## config.mk

```make
export PLATFORM = sky130hd
export DESIGN_NAME = char_buffer_reader
export DESIGN_NICKNAME = d
export VERILOG_FILES = /design/src/rtl/char_buffer_reader_pkg.sv /design/src/rtl/char_buffer_reader_char_out_reg.sv /design/src/rtl/char_buffer_reader.sv
export SDC_FILE = /design/constraint.sdc
export NUM_CORES = 1
export LEC_CHECK = 0
export ABC_AREA = 0
export CAP_MARGIN = 20
export CORE_MARGIN = 2
export CORE_UTILIZATION = 30
export DETAILED_ROUTE_END_ITERATION = 8
export HOLD_SLACK_MARGIN = 0.15
export SYNTH_ARGS = -nofsm -noshare
export SYNTH_HDL_FRONTEND = slang
export SYNTH_SLANG_ARGS = --single-unit
```

## constraint.sdc

```tcl
create_clock -name clock -period 2.17 [get_ports clock]
set_clock_uncertainty 0.15 [all_clocks]
set_input_delay 0.434 -clock clock [delete_from_list [all_inputs] [get_ports clock]]
set_output_delay 0.434 -clock clock [all_outputs]
set_load 0.005 [all_outputs]
```

## src/rtl/char_buffer_reader_pkg.sv

```systemverilog
// Constants and FSM encoding shared by the character buffer reader and the
// host write path that fills the same RAM window.
package char_buffer_reader_pkg;

    localparam int CHAR_BUF_BASE = 1500;
    localparam int CHAR_BUF_LEN  = 108;

    typedef logic [2:0] state_t;

    localparam state_t ST_IDLE = 3'd0;
    localparam state_t ST_REQ  = 3'd1;
    localparam state_t ST_WAIT = 3'd2;
    localparam state_t ST_SEND = 3'd3;
    localparam state_t ST_FIN  = 3'd4;

    function automatic logic [7:0] last_index(input int len);
        return 8'(len - 1);
    endfunction

endpackage

```

## src/rtl/char_buffer_reader_char_out_reg.sv

```systemverilog
// Output holding register for the character stream: data, index and valid.
// load captures a new character and raises valid; clear drops valid only.
module char_out_reg (
    input  logic       clk_i,
    input  logic       rst_ni,
    input  logic       load_i,
    input  logic       clear_i,
    input  logic [7:0] data_i,
    input  logic [7:0] index_i,
    output logic [7:0] char_data_o,
    output logic [7:0] char_index_o,
    output logic       char_valid_o
);

    logic [7:0] data_q;
    logic [7:0] index_q;
    logic       valid_q;

    always_ff @(posedge clk_i or negedge rst_ni) begin
        if (!rst_ni) begin
            data_q  <= 8'h00;
            index_q <= 8'h00;
            valid_q <= 1'b0;
        end else if (load_i) begin
            data_q  <= data_i;
            index_q <= index_i;
            valid_q <= 1'b1;
        end else if (clear_i) begin
            valid_q <= 1'b0;
        end
    end

    assign char_data_o  = data_q;
    assign char_index_o = index_q;
    assign char_valid_o = valid_q;

endmodule

```

## src/rtl/char_buffer_reader.sv

```systemverilog
// Drains the decrypted character buffer from processor RAM as a byte stream.
// Defining CHAR_READER_NUL_STOP_EN ends the drain at the first NUL byte.
module char_buffer_reader
    import char_buffer_reader_pkg::*;
#(
    parameter int BASE_ADDR = CHAR_BUF_BASE,
    parameter int BUF_LEN   = CHAR_BUF_LEN,
    parameter int ADDR_W    = 12
) (
    input  logic              clock,
    input  logic              reset,
    input  logic              start,
    output logic              busy,
    output logic              done,
    output logic              ram_rd_en,
    output logic [ADDR_W-1:0] ram_addr,
    input  logic [31:0]       ram_data,
    output logic [7:0]        char_data,
    output logic              char_valid,
    input  logic              char_ready,
    output logic [7:0]        char_index,
    output logic [2:0]        dbg_state
);

    // char_valid/char_ready: a character transfers on a rising edge where both
    // are high; once raised, char_valid stays high and char_data/char_index
    // stay unchanged until that transfer happens.

    state_t     state_q, state_d;
    logic [7:0] idx_q, idx_d;
    logic       load;
    logic       handshake;
    logic       nul_stop;
    logic       unused_ram_hi;

    assign handshake = (state_q == ST_SEND) && char_valid && char_ready;

`ifdef CHAR_READER_NUL_STOP_EN
    assign nul_stop = (ram_data[7:0] == 8'h00);
`else
    assign nul_stop = 1'b0;
`endif

    // Only the low byte of each RAM word carries a character.
    assign unused_ram_hi = ^ram_data[31:8];

    always_comb begin
        state_d = state_q;
        idx_d   = idx_q;
        load    = 1'b0;
        case (state_q)
            ST_IDLE: begin
                idx_d = 8'h00;
                if (start) begin
                    state_d = ST_REQ;
                end
            end
            ST_REQ: begin
                state_d = ST_WAIT;
            end
            ST_WAIT: begin
                if (nul_stop) begin
                    state_d = ST_FIN;
                end else begin
                    load    = 1'b1;
                    state_d = ST_SEND;
                end
            end
            ST_SEND: begin
                if (handshake) begin
                    if (idx_q == last_index(BUF_LEN)) begin
                        state_d = ST_FIN;
                    end else begin
                        idx_d   = idx_q + 8'd1;
                        state_d = ST_REQ;
                    end
                end
            end
            ST_FIN: begin
                idx_d   = 8'h00;
                state_d = ST_IDLE;
            end
            default: begin
                idx_d   = 8'h00;
                state_d = ST_IDLE;
            end
        endcase
    end

    always_ff @(posedge clock or negedge reset) begin
        if (!reset) begin
            state_q <= ST_IDLE;
            idx_q   <= 8'h00;
        end else begin
            state_q <= state_d;
            idx_q   <= idx_d;
        end
    end

    char_out_reg u_out (
        .clk_i        (clock),
        .rst_ni       (reset),
        .load_i       (load),
        .clear_i      (handshake),
        .data_i       (ram_data[7:0]),
        .index_i      (idx_q),
        .char_data_o  (char_data),
        .char_index_o (char_index),
        .char_valid_o (char_valid)
    );

    // Wraps modulo 2^ADDR_W so a buffer may straddle the top of RAM.
    assign ram_addr  = ADDR_W'(BASE_ADDR) + ADDR_W'(idx_q);
    assign ram_rd_en = (state_q == ST_REQ);
    assign busy      = (state_q != ST_IDLE);
    assign done      = (state_q == ST_FIN);
    assign dbg_state = state_q;

endmodule

```

### Word level (Yosys, flattened, before mapping)

Index checks and enable logic that the tools add are counted.

| storage, ports and cells | value |
|---|---|
| register bits | 28 |
| bits in latches | 0 |
| RAM bits | 0 |
| bits in read-only memories | 0 |
| bits of input ports | 36 |
| output and inout bits | 35 |
| word-level logic and storage cells | 34 |
| memories kept | 0 |

| cells by class | value |
|---|---|
| add/sub/neg operators | 2 |
| multiply operators | 0 |
| div/mod/pow operators | 0 |
| order comparisons | 0 |
| equal/unequal tests | 8 |
| shifts and indexed selects | 0 |
| muxes and demuxes | 10 |
| bitwise operators | 1 |
| reductions and logical operators | 8 |

Operator list:

| cell | number |
|---|---|
| $mux W8 | 2 |
| $pmux W8 S2 | 1 |
| $add A11 B8 Y12 const A | 1 |
| $pmux W3 S4 | 1 |
| $mux W3 | 3 |
| $add A8 B1 Y8 const B | 1 |
| $eq A8 B7 Y1 const B | 1 |
| $eq A3 B2 Y1 const B | 2 |
| $ne A2 B2 Y1 const B | 3 |
| $eq A3 B1 Y1 const B | 1 |
| $eq A3 B3 Y1 const B | 1 |
| $logic_not A3 Y1 | 1 |
| $mux W1 | 3 |
| $reduce_and A3 Y1 | 1 |
| $reduce_bool A3 Y1 | 1 |
| $logic_and A1 B1 Y1 | 2 |
| $reduce_and A2 Y1 | 1 |
| $reduce_bool A2 Y1 | 1 |
| $reduce_or A2 Y1 | 1 |
| $not A1 Y1 | 1 |

### Longest topological paths before layout

| logic depth | value |
|---|---|
| word-level depth | 5 |
| gate-level depth with buffers | 7 |

### Modules after synthesis

From an unflattened synthesis, not the netlist that was laid out.

| second synthesis, totals | value |
|---|---|
| cell total of the unflattened synthesis | 124 |
| area, all modules | 1451.4 um^2 |

By module, submodules not included:

| module | instances | cells each | area each (um^2) | sequential area each (um^2) |
|---|---|---|---|---|
| char_buffer_reader | 1 | 87 | 768.2 | 275.3 |
| char_out_reg | 1 | 37 | 683.2 | 425.4 |

### Worst setup path before layout

Ideal clock, no wire load.

| timing | value |
|---|---|
| kind | register to output |
| start point | reg idx_q[4] |
| end point | out ram_addr[7] |
| arrival | 1.263 ns |
| required time | 1.586 ns |
| slack | 0.323 ns |
| stages on the path, launching flop included | 5 |
| buffers on the path | 1 |
| cell sequence | dfrtp_1 -> clkbuf_1 -> o31a_1 -> or3_1 -> nand2_1 |

| on the way | value |
|---|---|
| cells in the longest elaborated chain, start to end | 1 |

Ends and longest elaborated chain:

| element | RTL line | RTL |
|---|---|---|
| start: declaration | char_buffer_reader.sv:30 | `logic [7:0] idx_q, idx_d;` |
| start signal: assignment | char_buffer_reader.sv:96 | `idx_q <= idx_d;` |
| $add A11 B8 Y12 | char_buffer_reader.sv:113 | `assign ram_addr = ADDR_W'(BASE_ADDR) + ADDR_W'(idx_q);` |
| end: declaration | char_buffer_reader.sv:16 | `output logic [ADDR_W-1:0] ram_addr,` |

Every way passes these cells.

### Final worst setup path

| timing | value |
|---|---|
| start point | reg state_q[1] (netlist: dbg_state[1]) |
| end point | out done |

| on the way | value |
|---|---|
| cells in the longest elaborated chain, start to end | 1 |

Ends and longest elaborated chain:

| element | RTL line | RTL |
|---|---|---|
| start: declaration | char_buffer_reader.sv:29 | `state_t state_q, state_d;` |
| start signal: assignment | char_buffer_reader.sv:95 | `state_q <= state_d;` |
| $eq A3 B3 Y1 | char_buffer_reader.sv:116 | `assign done = (state_q == ST_FIN);` |
| end: declaration | char_buffer_reader.sv:14 | `output logic done,` |

Every way passes these cells.

==> results.json <==
{
  "postSynthCellCount": 123,
  "met3_usage_pct": 3.61,
  "synth_area_leaders": "dfrtp_1 50%, mux2_2 13%, ha_1 3.6%, a31oi_1 3.1%, buf_4 2.7%",
  "fmax_mhz": 475,
  "cp_slowest_stage_delay_ns": 0.49,
  "final_cell_count_no_fill": 232,
  "root_buffer": "clkbuf_8",
  "synth_edf_count": 0,
  "pwr-share-comb_pct": 48.5,
  "synth_common_cells": "28 x dfrtp_1, 16 x mux2_2, 7 x a31oi_1",
  "status": "finished clean",
  "grt-busiest-layer": "met2",
  "drt-wirelength-per-cell_um": 14.0,
  "cp_top_family": "buffers and inverters",
  "yosysWarnings": 0,
  "dp_slack_ns": -0.0384,
  "use_met1_pct": 15.6,
  "finalHoldViolCount": 0,
  "crit_buf_inv": 1,
  "routed_wl_mm": 3.25,
  "ys_async_sr_fraction_pct": 100,
  "p_per_area_nw_per_um2": 1070,
  "die_w_um": 72.5,
  "dieArea_um2": 5260,
  "place_area_um2": 1940,
  "dpl.hpwl_mm": 2.39,
  "syn-num-nets": 163,
  "critPathArrivalTime_ns": 1.52,
  "ys.flop_type": "dfrtp_1",
  "fin_nets": 221,
  "fin_crit_sh_pct": 97.1,
  "ys_seq_area_share_pct": 49.8,
  "peakVddDrop_v": 0.000658,
  "grt_max_degree": 29,
  "core_area_um2": 4440,
  "numPortBuffers": 44,
  "crit_fanout": 8,
  "syn_to_final_growth_pct": 45.2,
  "drc": 0,
  "postLayoutCellArea_um2": 2040,
  "die_y_um": 72.5,
  "vias_per_cell": 5.04,
  "critPathLaunchType": "register",
  "drt_first_pass_iters": 4,
  "fin_ws_ns": 0.0636,
  "worst_setup_path_end_kind": "output port",
  "setup_violations": 0,
  "grt_usage_pct": 12.9,
  "switching_share_pct": 31.2,
  "post-place-cells": 223,
  "ys_ff_latch": 28,
  "p_clk_share_pct": 14.8,
  "avgSynthCellArea_um2": 11.4,
  "power.switching_mw": 0.683,
  "grt_util_met2_pct": 23.4,
  "p_leak_nw": 0.926,
  "numCtsBuffers": 3,
  "p_seq_share_pct": 36.7,
  "drv_slew": 0,
  "cts_tree": "built",
  "rsz0062_at_grt": "no",
  "clk_path_buf_depth": 2,
  "drtIter0Drc": 33,
  "routed-via-count": 1169,
  "postRouteAntennaNets": 0,
  "fin_crit_ns": 2.11,
  "power_mw": 2.19,
  "initial_utilization_pct": 31.7,
  "synth.distinct_cells": 39,
  "antenna_found_initial": 0,
  "maxCapViolCount": 0,
  "worstPathCellList": "nor2_2 > and2_1 > clkdlybuf4s50_1",
  "cts_num_sinks": 28,
  "yosysMostFrequentCell": "dfrtp_1",
  "grt_pass1_vias": 1134,
  "ios": 71,
  "worstPathRequired_ns": 1.59,
  "critPathKind": "reg2out",
  "hold_class": "reg2reg",
  "rows": 24,
  "yosysTopAreaCell": "dfrtp_1",
  "insertedDiodeCount": 0,
  "syn_area_um2": 1410,
  "fillCellCount": 417,
  "cp_slowest_cell": "clkdlybuf4s50_1",
  "clk_latency_ns": 0.27,
  "path_clk_slew_ns": 0.09,
  "drive_gt1_share_pct": 31.1,
  "htreeDepth": 1,
  "fin_util_pct": 46.0,
  "place.gp.congestion": 0.827,
  "grt_pass1_wl_mm": 5.36,
  "synth_top_cell_area_share_pct": 49.8,
  "internal_power_mw": 1.51,
  "grt-ovfl-total": 0
}
[cell families after synthesis]
group	count (synthesis)	synth area share, %
adders and majority gates	4	3.56
other	2	0.534
buffers and inverters	14	6.13
AOI/OAI and AO/OA	28	14.3
muxes	16	12.8
DFF	28	49.8
and+or+nand+nor	29	11.6
xor gates and xnor gates	2	1.24
[path summary, 6_finish.rpt]
path	from	endpoint	slack, ns	cells after the start
min reg2reg	u_out.char_index_o[6]$_DFFE_PN0P_	u_out.char_index_o[6]$_DFFE_PN0P_	0.36	1
min in group asynchronous	reset	dbg_state[0]$_DFFE_PN0P_	0.39	2
max in group asynchronous	reset	dbg_state[1]$_DFFE_PN0P_	1.20	2
min	u_out.char_index_o[6]$_DFFE_PN0P_	u_out.char_index_o[6]$_DFFE_PN0P_	0.36	1
max	dbg_state[1]$_DFFE_PN0P_	done	0.06	3
max reg2reg	idx_q[0]$_DFFE_PN0P_	idx_q[4]$_DFFE_PN0P_	0.25	5
[sequential cells by signal, indices dropped and copies added, names as in the netlist]
register,count
dbg_state,3
idx_q,8
u_out.char_data_o,8
u_out.char_index_o,8
u_out.char_valid_o,1
[power by group through the flow]
stage,Clock [mW],Combinational [mW],Sequential (mW)
2_1_floorplan,0,0.459,0.821
3_3_place_gp,0,1.02,0.806
3_5_place_dp,0,1.03,0.822
4_1_cts,0.336,1.05,0.807
5_1_grt,0.354,1.16,0.830
6_report,0.324,1.06,0.805
[layer usage]
layer | wire length [um] | vias to the layer above
met5 | 0 | -
li1 | - | 548
met4 | 9 | 0
met2 | 1670 | 37
met1 | 1390 | 582
met3 | 173 | 2
[what timing repair did]
item	CTS	global route
setup buffers	4	1
endpoints found under the hold margin	0	0
hold buffers	0	0
endpoints found under the setup margin	8	6
resized for setup	21	8
pin swaps	2	2
[metrics by stage]
stage                      TNS (ns)  hold slack (ns)
after CTS                 -0.000170            0.369
after global routing              0            0.376
after detailed placement    -0.0384            0.346
final                             0            0.364
after global placement      -0.0413            0.338
after floorplan                   0          -0.0116
[cells in the final DEF (no fill, tap or decap), types with 3 or more instances in the layout]
| master | count |
|---|---|
| clkdlybuf4s50_1 | 36 |
| dfrtp_1 | 25 |
| buf_4 | 18 |
| mux2_2 | 16 |
| a31oi_1 | 7 |
| nand2_1 | 5 |
| inv_1 | 4 |
| clkbuf_8 | 4 |
| buf_2 | 4 |
| nand2b_1 | 3 |
| o21ai_1 | 3 |
| nor2_1 | 3 |
| and3_1 | 3 |
| a21o_1 | 3 |
| ha_1 | 3 |
| dfrtp_2 | 3 |
[cell type report]
class / instances / area, um^2 / area share (%)
Clock buffer: 4 / 55.1 / 2.69
Inverter: 5 / 18.8 / 0.918
Multi-Input combinational cell: 81 / 646 / 31.6
Sequential cell: 28 / 704 / 34.5
Tap cell: 52 / 65.1 / 3.18
Timing Repair Buffer: 62 / 556 / 27.2
Note: power is estimated with default switching activity, not from simulation.
